$ cat src/rtl/uart_rx_if.sv
// Serial receive side of a UART link: line input plus received-byte outputs.
interface uart_rx_if;
    logic       rxd;
    logic [7:0] data;
    logic       done;
    logic       frame_err;
    logic       busy;

    // Receiver side: takes the line, reports bytes and status.
    modport slave (
        input  rxd,
        output data,
        output done,
        output frame_err,
        output busy
    );

    // Line driver / byte consumer side.
    modport master (
        output rxd,
        input  data,
        input  done,
        input  frame_err,
        input  busy
    );
endinterface

$ cat src/rtl/uart_rx.sv
// UART 8N1 receiver. Synchronises rxd, times each bit from the start edge with
// a free-wrapping baud counter, majority-votes three mid-bit samples, and
// reports each byte with a one-cycle done strobe or a one-cycle frame_err.
module uart_rx #(
    parameter int unsigned p_sys_clk = 50_000_000,
    parameter int unsigned p_baud    = 115200
) (
    input  logic      clk,
    input  logic      rst,
    uart_rx_if.slave  bus
);
    localparam int unsigned l_baud_max_i = p_sys_clk / p_baud - 1;
    localparam logic [19:0] l_baud_max   = 20'(l_baud_max_i);
    localparam logic [19:0] l_half       = 20'(l_baud_max_i / 2);
    localparam logic [19:0] l_half_m1    = l_half - 20'd1;
    localparam logic [19:0] l_half_p1    = l_half + 20'd1;

    typedef enum logic [2:0] {
        S_IDLE,
        S_START,
        S_DATA,
        S_STOP,
        S_WAIT_HI
    } state_t;

    state_t      state;
    state_t      state_next;
    logic        sync1;
    logic        rxd_s;
    logic [19:0] baud_cnt;
    logic [2:0]  bit_cnt;
    logic [7:0]  shift;
    logic        samp_a;
    logic        samp_b;
    logic [7:0]  data_q;
    logic        done_q;
    logic        ferr_q;

    logic        decide;
    logic        bit_val;
    logic        start_det;
    logic        shift_en;
    logic        bit_clr;
    logic        bit_inc;
    logic        load;
    logic        err;

    assign decide  = (baud_cnt == l_half_p1);
    assign bit_val = (samp_a & samp_b) | (samp_a & rxd_s) | (samp_b & rxd_s);

    // State register.
    always_ff @(posedge clk) begin
        if (rst) state <= S_IDLE;
        else     state <= state_next;
    end

    // Next-state decode and per-cycle control strobes.
    always_comb begin
        state_next = state;
        start_det  = 1'b0;
        shift_en   = 1'b0;
        bit_clr    = 1'b0;
        bit_inc    = 1'b0;
        load       = 1'b0;
        err        = 1'b0;
        case (state)
            S_IDLE: begin
                if (!rxd_s) begin
                    state_next = S_START;
                    start_det  = 1'b1;
                end
            end
            S_START: begin
                if (decide) begin
                    if (!bit_val) begin
                        state_next = S_DATA;
                        bit_clr    = 1'b1;
                    end else begin
                        state_next = S_IDLE;
                    end
                end
            end
            S_DATA: begin
                if (decide) begin
                    shift_en = 1'b1;
                    if (bit_cnt == 3'd7) state_next = S_STOP;
                    else                 bit_inc    = 1'b1;
                end
            end
            S_STOP: begin
                if (decide) begin
                    if (bit_val) begin
                        load       = 1'b1;
                        state_next = S_IDLE;
                    end else begin
                        err        = 1'b1;
                        state_next = S_WAIT_HI;
                    end
                end
            end
            S_WAIT_HI: begin
                if (rxd_s) state_next = S_IDLE;
            end
            default: state_next = S_IDLE;
        endcase
    end

    // Two-flop synchroniser for the asynchronous line; resets to idle-high.
    always_ff @(posedge clk) begin
        if (rst) begin
            sync1 <= 1'b1;
            rxd_s <= 1'b1;
        end else begin
            sync1 <= bus.rxd;
            rxd_s <= sync1;
        end
    end

    // Bit timing: zeroed on start edge, then wraps freely for the whole frame;
    // captures the first two of the three vote samples.
    always_ff @(posedge clk) begin
        if (rst) begin
            baud_cnt <= '0;
            samp_a   <= 1'b1;
            samp_b   <= 1'b1;
        end else begin
            if (start_det)
                baud_cnt <= '0;
            else if (state != S_IDLE)
                baud_cnt <= (baud_cnt == l_baud_max) ? '0 : baud_cnt + 20'd1;
            if (baud_cnt == l_half_m1) samp_a <= rxd_s;
            if (baud_cnt == l_half)    samp_b <= rxd_s;
        end
    end

    // Bit counter, LSB-first shift register and registered result strobes.
    always_ff @(posedge clk) begin
        if (rst) begin
            bit_cnt <= '0;
            shift   <= '0;
            data_q  <= '0;
            done_q  <= 1'b0;
            ferr_q  <= 1'b0;
        end else begin
            if (bit_clr)       bit_cnt <= '0;
            else if (bit_inc)  bit_cnt <= bit_cnt + 3'd1;
            if (shift_en)      shift   <= {bit_val, shift[7:1]};
            if (load)          data_q  <= shift;
            done_q <= load;
            ferr_q <= err;
        end
    end

    assign bus.data      = data_q;
    assign bus.done      = done_q;
    assign bus.frame_err = ferr_q;
    assign bus.busy      = (state != S_IDLE);
endmodule

$ cat src/flat_wrapper.sv
// flat-port wrapper written by rule: the top's interface ports become plain ports
module uart_rx_flat 
#(
    parameter int unsigned p_sys_clk = 50_000_000,
    parameter int unsigned p_baud    = 115200
)
  (clk, rst, bus_rxd, bus_data, bus_done, bus_frame_err, bus_busy);
  uart_rx_if bus_i ();
  input  logic clk;
  input  logic rst;
  input wire logic [$bits(bus_i.rxd)-1:0] bus_rxd;
  output wire logic [$bits(bus_i.data)-1:0] bus_data;
  output wire logic [$bits(bus_i.done)-1:0] bus_done;
  output wire logic [$bits(bus_i.frame_err)-1:0] bus_frame_err;
  output wire logic [$bits(bus_i.busy)-1:0] bus_busy;
  assign bus_i.rxd = bus_rxd;
  assign bus_data = bus_i.data;
  assign bus_done = bus_i.done;
  assign bus_frame_err = bus_i.frame_err;
  assign bus_busy = bus_i.busy;
  uart_rx #(.p_sys_clk(p_sys_clk), .p_baud(p_baud)) u_core (.clk(clk), .rst(rst), .bus(bus_i));
endmodule
$ cat config.mk
export PLATFORM = sky130hd
export DESIGN_NAME = uart_rx_flat
export DESIGN_NICKNAME = d
export VERILOG_FILES = /design/src/rtl/uart_rx_if.sv /design/src/rtl/uart_rx.sv /design/src/flat_wrapper.sv
export SDC_FILE = /design/constraint.sdc
export NUM_CORES = 1
export LEC_CHECK = 0
export ABC_AREA = 0
export CELL_PAD_IN_SITES_DETAIL_PLACEMENT = 1
export CELL_PAD_IN_SITES_GLOBAL_PLACEMENT = 2
export CORE_UTILIZATION = 36
export DETAILED_ROUTE_END_ITERATION = 7
export GPL_TIMING_DRIVEN = 0
export HOLD_SLACK_MARGIN = 0.08
export PLACE_DENSITY = 0.87
export SETUP_SLACK_MARGIN = 0.2
export SLEW_MARGIN = 15
export SYNTH_ARGS = -nofsm -noshare
export SYNTH_HDL_FRONTEND = slang
export SYNTH_SLANG_ARGS = --single-unit
$ cat constraint.sdc
create_clock -name clk -period 2.4 [get_ports clk]
set_input_delay 0.36 -clock clk [delete_from_list [all_inputs] [get_ports clk]]
set_output_delay 0.36 -clock clk [all_outputs]
set_load 0.005 [all_outputs]
# Yosys cells after proc, flatten, opt, wreduce, memory -nomap -nowiden
# Index checks and enable logic that the tools add are counted.
totals:
  regBits: 48
  output_inout_bits: 11
  in_bits: 3
op_classes:
  n_addsub: 2
  reduce_logical: 6
  n_bitwise: 6
  n_eq_ne: 15
  muxes: 23
ops:
  columns: ["operator", "count"]
  rows:
  - ["$eq A20 B8 Y1 const B", 3]
  - ["$mux W3", 7]
  - ["$add A20 B1 Y20 const B", 1]
  - ["$eq A20 B9 Y1 const B", 1]
  - ["$mux W20", 1]
  - ["$pmux W3 S5", 1]
  - ["$mux W1", 13]
  - ["$ne A2 B1 Y1 const B", 5]
  - ["$eq A3 B2 Y1 const B", 2]
  - ["$eq A3 B3 Y1 const B", 2]
  - ["$reduce_and A6 Y1", 1]
  - ["$reduce_or A2 Y1", 3]
  - ["$add A3 B1 Y3 const B", 1]
  - ["$and A1 B1 Y1", 3]
  - ["$eq A3 B1 Y1 const B", 1]
  - ["$logic_not A3 Y1", 1]
  - ["$reduce_bool A3 Y1", 1]
  - ["$mux W2", 1]
  - ["$ne A2 B2 Y1 const B", 1]
  - ["$or A1 B1 Y1", 2]
  - ["$not A1 Y1", 1]

# Depth between registers and ports, before layout
depth:
  depth_word: 7
  depth_mapped: 7

# Least setup slack after synthesis
# Ideal clock, no wire load.
synth_path:
  path_type: "reg2reg"
  startpoint: "register u_core.baud_cnt[10]"
  endpoint: "register u_core.state[2]"
  period_less_slack_ns: 2.177
  n_path_buf: 2
  stages_incl_launch_ff: 7
  setup_slack_ns: 0.223
  t_required_ns: 2.330
  setup_ns: 0.070
  t_arrival_ns: 2.106
  cell_sequence: "dfxtp_1 -> or4_1 -> buf_2 -> or3b_4 -> buf_6 -> or4_1 -> a21oi_1"
synth_via:
  elab_chain_len: 3
  word_cells_on_any_way: 5
  classes_between: "eq/ne (4); reduce/logical (1)"
synth_lines:
  columns: ["item", "line", "rtl"]
  rows:
  - ["start, declared", "uart_rx.sv:30", "logic [19:0] baud_cnt;"]
  - ["start signal, assigned", "uart_rx.sv:130", "baud_cnt <= (baud_cnt == l_baud_max) ? '0 : baud_cnt + 20'd1;"]
  - ["$eq A20 B8 Y1 (*)", "uart_rx.sv:48", "assign decide = (baud_cnt == l_half_p1);"]
  - ["$ne A2 B1 Y1 (no line)", null, null]
  - ["$reduce_and A6 Y1 (no line) (*)", null, null]
  - ["end signal, assigned", "uart_rx.sv:54", "else state <= state_next;"]
  - ["end, declared", "uart_rx.sv:26", "state_t state;"]
# Every way passes the cells marked *; elsewhere a longest branch is shown, timed or not.
# A chain may end at the register's enable or synchronous reset.

# Worst setup path after layout
layout_path:
  startpoint: "register u_core.baud_cnt[9]"
  endpoint: "register u_core.state[1]"
# Same word-level chain as after synthesis.

==> results by group <==
Global route
  – Layer with the highest usage: met1
  – Remaining Overflow, GRT: 0
  – Met2 Use GR: 28.51%
  – Initial antenna violation count: 0
  – First-pass GRT wire length: 10250 um
  – Pin count of the biggest net entering global routing: 15
  – Vias in the first global route: 2033
  – GRT Total Usage: 20.24%
  – GR Layer Usage met1: 30.29%
  – Met3 Track Usage GR: 4.396%

Route
  – DRC viols: 0
  – Vias: 2190
  – Pre-antenna DRT Iters: 4
  – Antenna viol nets, final: 0
  – DR iter-0 viols: 97
  – Routed WL per cell: 16.93 um
  – Drt total wl: 6467 um
  – Via/cell ratio: 5.733

Synth
  – Syn_nets: 284
  – Synth cell types: 43
  – Main synth FF type: dfxtp_1
  – Mapped cell area: 0.002321 sq mm
  – Synth Register Bits: 48
  – Mean Syn Cell Area: 8.409 sq um
  – Post-synthesis sequential area ratio: 41.40%
  – Number of synthesized flops with an enable pin: 0
  – Number of synthesis warnings: 0
  – Ys async rst share: 0%
  – Gate Count Post-Synth: 276

Worst setup path
  – Reg-to-reg startpoint: u_core.baud_cnt[9]
  – Crit path max fanout: 4
  – Crit path DAT: 2490 ps
  – Worst Setup Path Type: register to register
  – Startpoint types: register
  – FF-to-FF path depth: 5
  – Worst EP required: 2620 ps
  – Critical path origin: u_core.baud_cnt[9]
  – Critical Path End Type: register
  – FF-to-FF setup slack: 130 ps
  – Worst Setup EP: u_core.state[1]
  – Worst r2r dst: u_core.state[1]

CTS
  – CTS clk-pin slew, worst paths: 90 ps
  – CTS tree: done
  – Post-CTS Hold Fix Bufs: 0
  – CTS Buffer Depth: 2
  – CTS H-tree lvls: 2
  – Clock Latency Late Sink: 310 ps
  – CTS Buf Count: 5
  – Root Buffer: clkbuf_8
  – # clock sinks: 48

Timing
  – Slew margin rel.: 30.32%
  – Least-Margin Pin Slew: 1038 ps
  – Skew final: 9.571 ps
  – RSZ-0062 raised after global routing: true
  – Final hold vios: 0
  – Final WS setup: 134.6 ps
  – Highest clock rate: 441.4 MHz
  – Final min period: 2265 ps
  – Fin. max-slew vios: 0
  – Final setup vio count: 0
  – Tcrit/Tclk final: 94.39%

Finish
  – Seq. cell area: 972.2 sq um
  – Diodes inserted: 0
  – Area of the multi-input gates: 0.001429 sq mm
  – Final Util: 48.31%
  – Fillcell total: 717
  – Layout area overhead: 26.15%
  – Layout cells sized above 1: 22.15%
  – Design area: 0.002928 sq mm
  – # nets final: 314
  – Final non-filler cell total: 382

Power and ir drop
  – Lkg Pwr: 0.9394 nW
  – Worst VDD drop: 221.8 uV
  – Power per cell area: 466.9 mW/mm^2
  – Pwr Total: 1.367 mW

Floorplanning
  – Io pins: 14
  – Die Footprint: 0.006772 sq mm
  – Starting density of the core: 38.29%
  – Die height: 82.30 um
  – Core area: 0.006061 sq mm
  – Die X: 82.30 um
  – FP Rows: 28

Placed design
  – Placed Cells: 363
  – DP Area: 0.002535 sq mm
  – Post-DP HPWL: 4380 um
  – Port Buffers: 12
  – Pre-CTS WS: -457.9 ps
  – Gp weighted congestion: 0.7698

Job
  – Number of max-cap violations: 0

Status
  – Outcome: finished clean

Hold path
  – Hold crit path type: register to register
==> area by class of cell <==
class	count	area share [%]
inverters	7	0.8974
multi-input cells	201	48.80
plain buffers	20	3.846
repair buffers	23	6.838
clock buffers	7	2.949
well taps	75	3.205
clock inverters	1	0.2564
flip-flops and latches	48	33.21
==> sequential cells by signal, summed over array words and instances (netlist names) <==
name / cells
u_core.bus.data: 8
u_core.samp_b: 1
u_core.bus.frame_err: 1
u_core.bit_cnt: 3
u_core.bus.done: 1
u_core.baud_cnt: 20
u_core.shift: 8
u_core.rxd_s: 1
u_core.samp_a: 1
u_core.state: 3
u_core.sync1: 1
==> per-layer routing <==
| metal | part of all wire [%] | up-vias |
|---|---|---|
| met1 | 53 | 1075 |
| met5 | 0 | - |
| met3 | 2.8 | 9 |
| li1 | - | 1081 |
| met2 | 43 | 25 |
| met4 | 1.2 | 0 |
==> worst min path at each step <==
| stage | start | end | slack (ps) | depth (start not counted) |
|---|---|---|---|---|
| CTS | u_core.sync1 | u_core.rxd_s | 430 | 1 |
| global route | u_core.sync1 | u_core.rxd_s | 440 | 1 |
| global placement | u_core.sync1 | u_core.rxd_s | 390 | 1 |
| detailed placement | u_core.sync1 | u_core.rxd_s | 400 | 1 |
| finish | u_core.sync1 | u_core.rxd_s | 420 | 1 |
| floorplan | u_core.sync1 | u_core.rxd_s | 390 | 1 |
==> kinds of logic after synthesis <==
| family | share of synthesized area, % |
|---|---|
| AOI/OAI and AO/OA | 17.57 |
| xor gates and xnor gates | 4.151 |
| adders and majority gates | 3.127 |
| buffers and inverters | 4.744 |
| DFF | 41.40 |
| muxes | 0.4313 |
| and+or+nand+nor | 28.57 |
==> cell usage after synthesis, types with 2 or more instances <==
cell type | instances | area, sq um
clkbuf_1 | 16 | 60.06
xor2_1 | 3 | 26.28
o31ai_1 | 2 | 15.01
xnor2_1 | 8 | 70.07
or3_1 | 10 | 62.56
ha_1 | 5 | 62.56
o41ai_1 | 9 | 78.83
and3_1 | 4 | 25.02
or4b_1 | 3 | 30.03
and4_1 | 2 | 17.52
inv_1 | 7 | 26.28
a21oi_1 | 28 | 140.1
nor3_1 | 10 | 50.05
nand3_1 | 23 | 115.1
or2_2 | 3 | 18.77
or4bb_1 | 3 | 33.78
nor4_1 | 7 | 43.79
o21ai_0 | 18 | 90.09
nand2_1 | 13 | 48.80
dfxtp_1 | 48 | 960.9
nand3b_1 | 2 | 15.01
or4_1 | 4 | 30.03
nand4_1 | 6 | 37.54
a21o_1 | 2 | 15.01
nor2_1 | 21 | 78.83
buf_1 | 2 | 7.510
==> metrics by stage <==
| step | hold WS (ps) | setup TNS, ps |
|---|---|---|
| floorplan | 389.5 | 0 |
| global placement | 392.6 | -6851 |
| detailed placement | 403.6 | -8167 |
| CTS | 425.2 | 0 |
| global route | 435.1 | 0 |
| finish | 422.8 | 0 |
==> worst max-delay path, cell delays in order, from the launching register on <==
cell,delay (ps)
dfxtp_2,330
or4_4,530
buf_6,140
or3b_4,400
or4b_4,510
a211oi_4,270
==> cells in the final DEF, fill, tap and decap left out, types with 3 or more instances in the layout <==
cell              n
dfxtp_1          41
and3_1            4
buf_4            11
nor2_1           21
or4_4             3
a21oi_1          27
nand4_1           6
xor2_1            3
o21ai_0          17
clkbuf_2          8
ha_1              4
clkdlybuf4s50_1  12
nand2_1          13
buf_6             3
nor4_1            5
nor3_1            8
dfxtp_2           6
o41ai_2           7
xnor2_1           8
clkbuf_8          6
inv_1             7
clkbuf_1          6
nand3_1          22
or3_1             9
==> timing repair <==
action | 4_1_cts | 5_1_grt
setup buffers | 6 | 4
pin swaps | 7 | 6
cloned | 1 | 0
resized for setup | 30 | 32
setup endpoints to repair | 43 | 44
==> report_power, final <==
group | internal, mW | total, mW | leakage [nW] | switching, mW
combinational | 0.0197 | 0.0546 | 0.504 | 0.0349
sequential | 0.798 | 0.801 | 0.391 | 0.00323
clock | 0.235 | 0.511 | 0.0445 | 0.277
(Power assumes the default switching activity.)
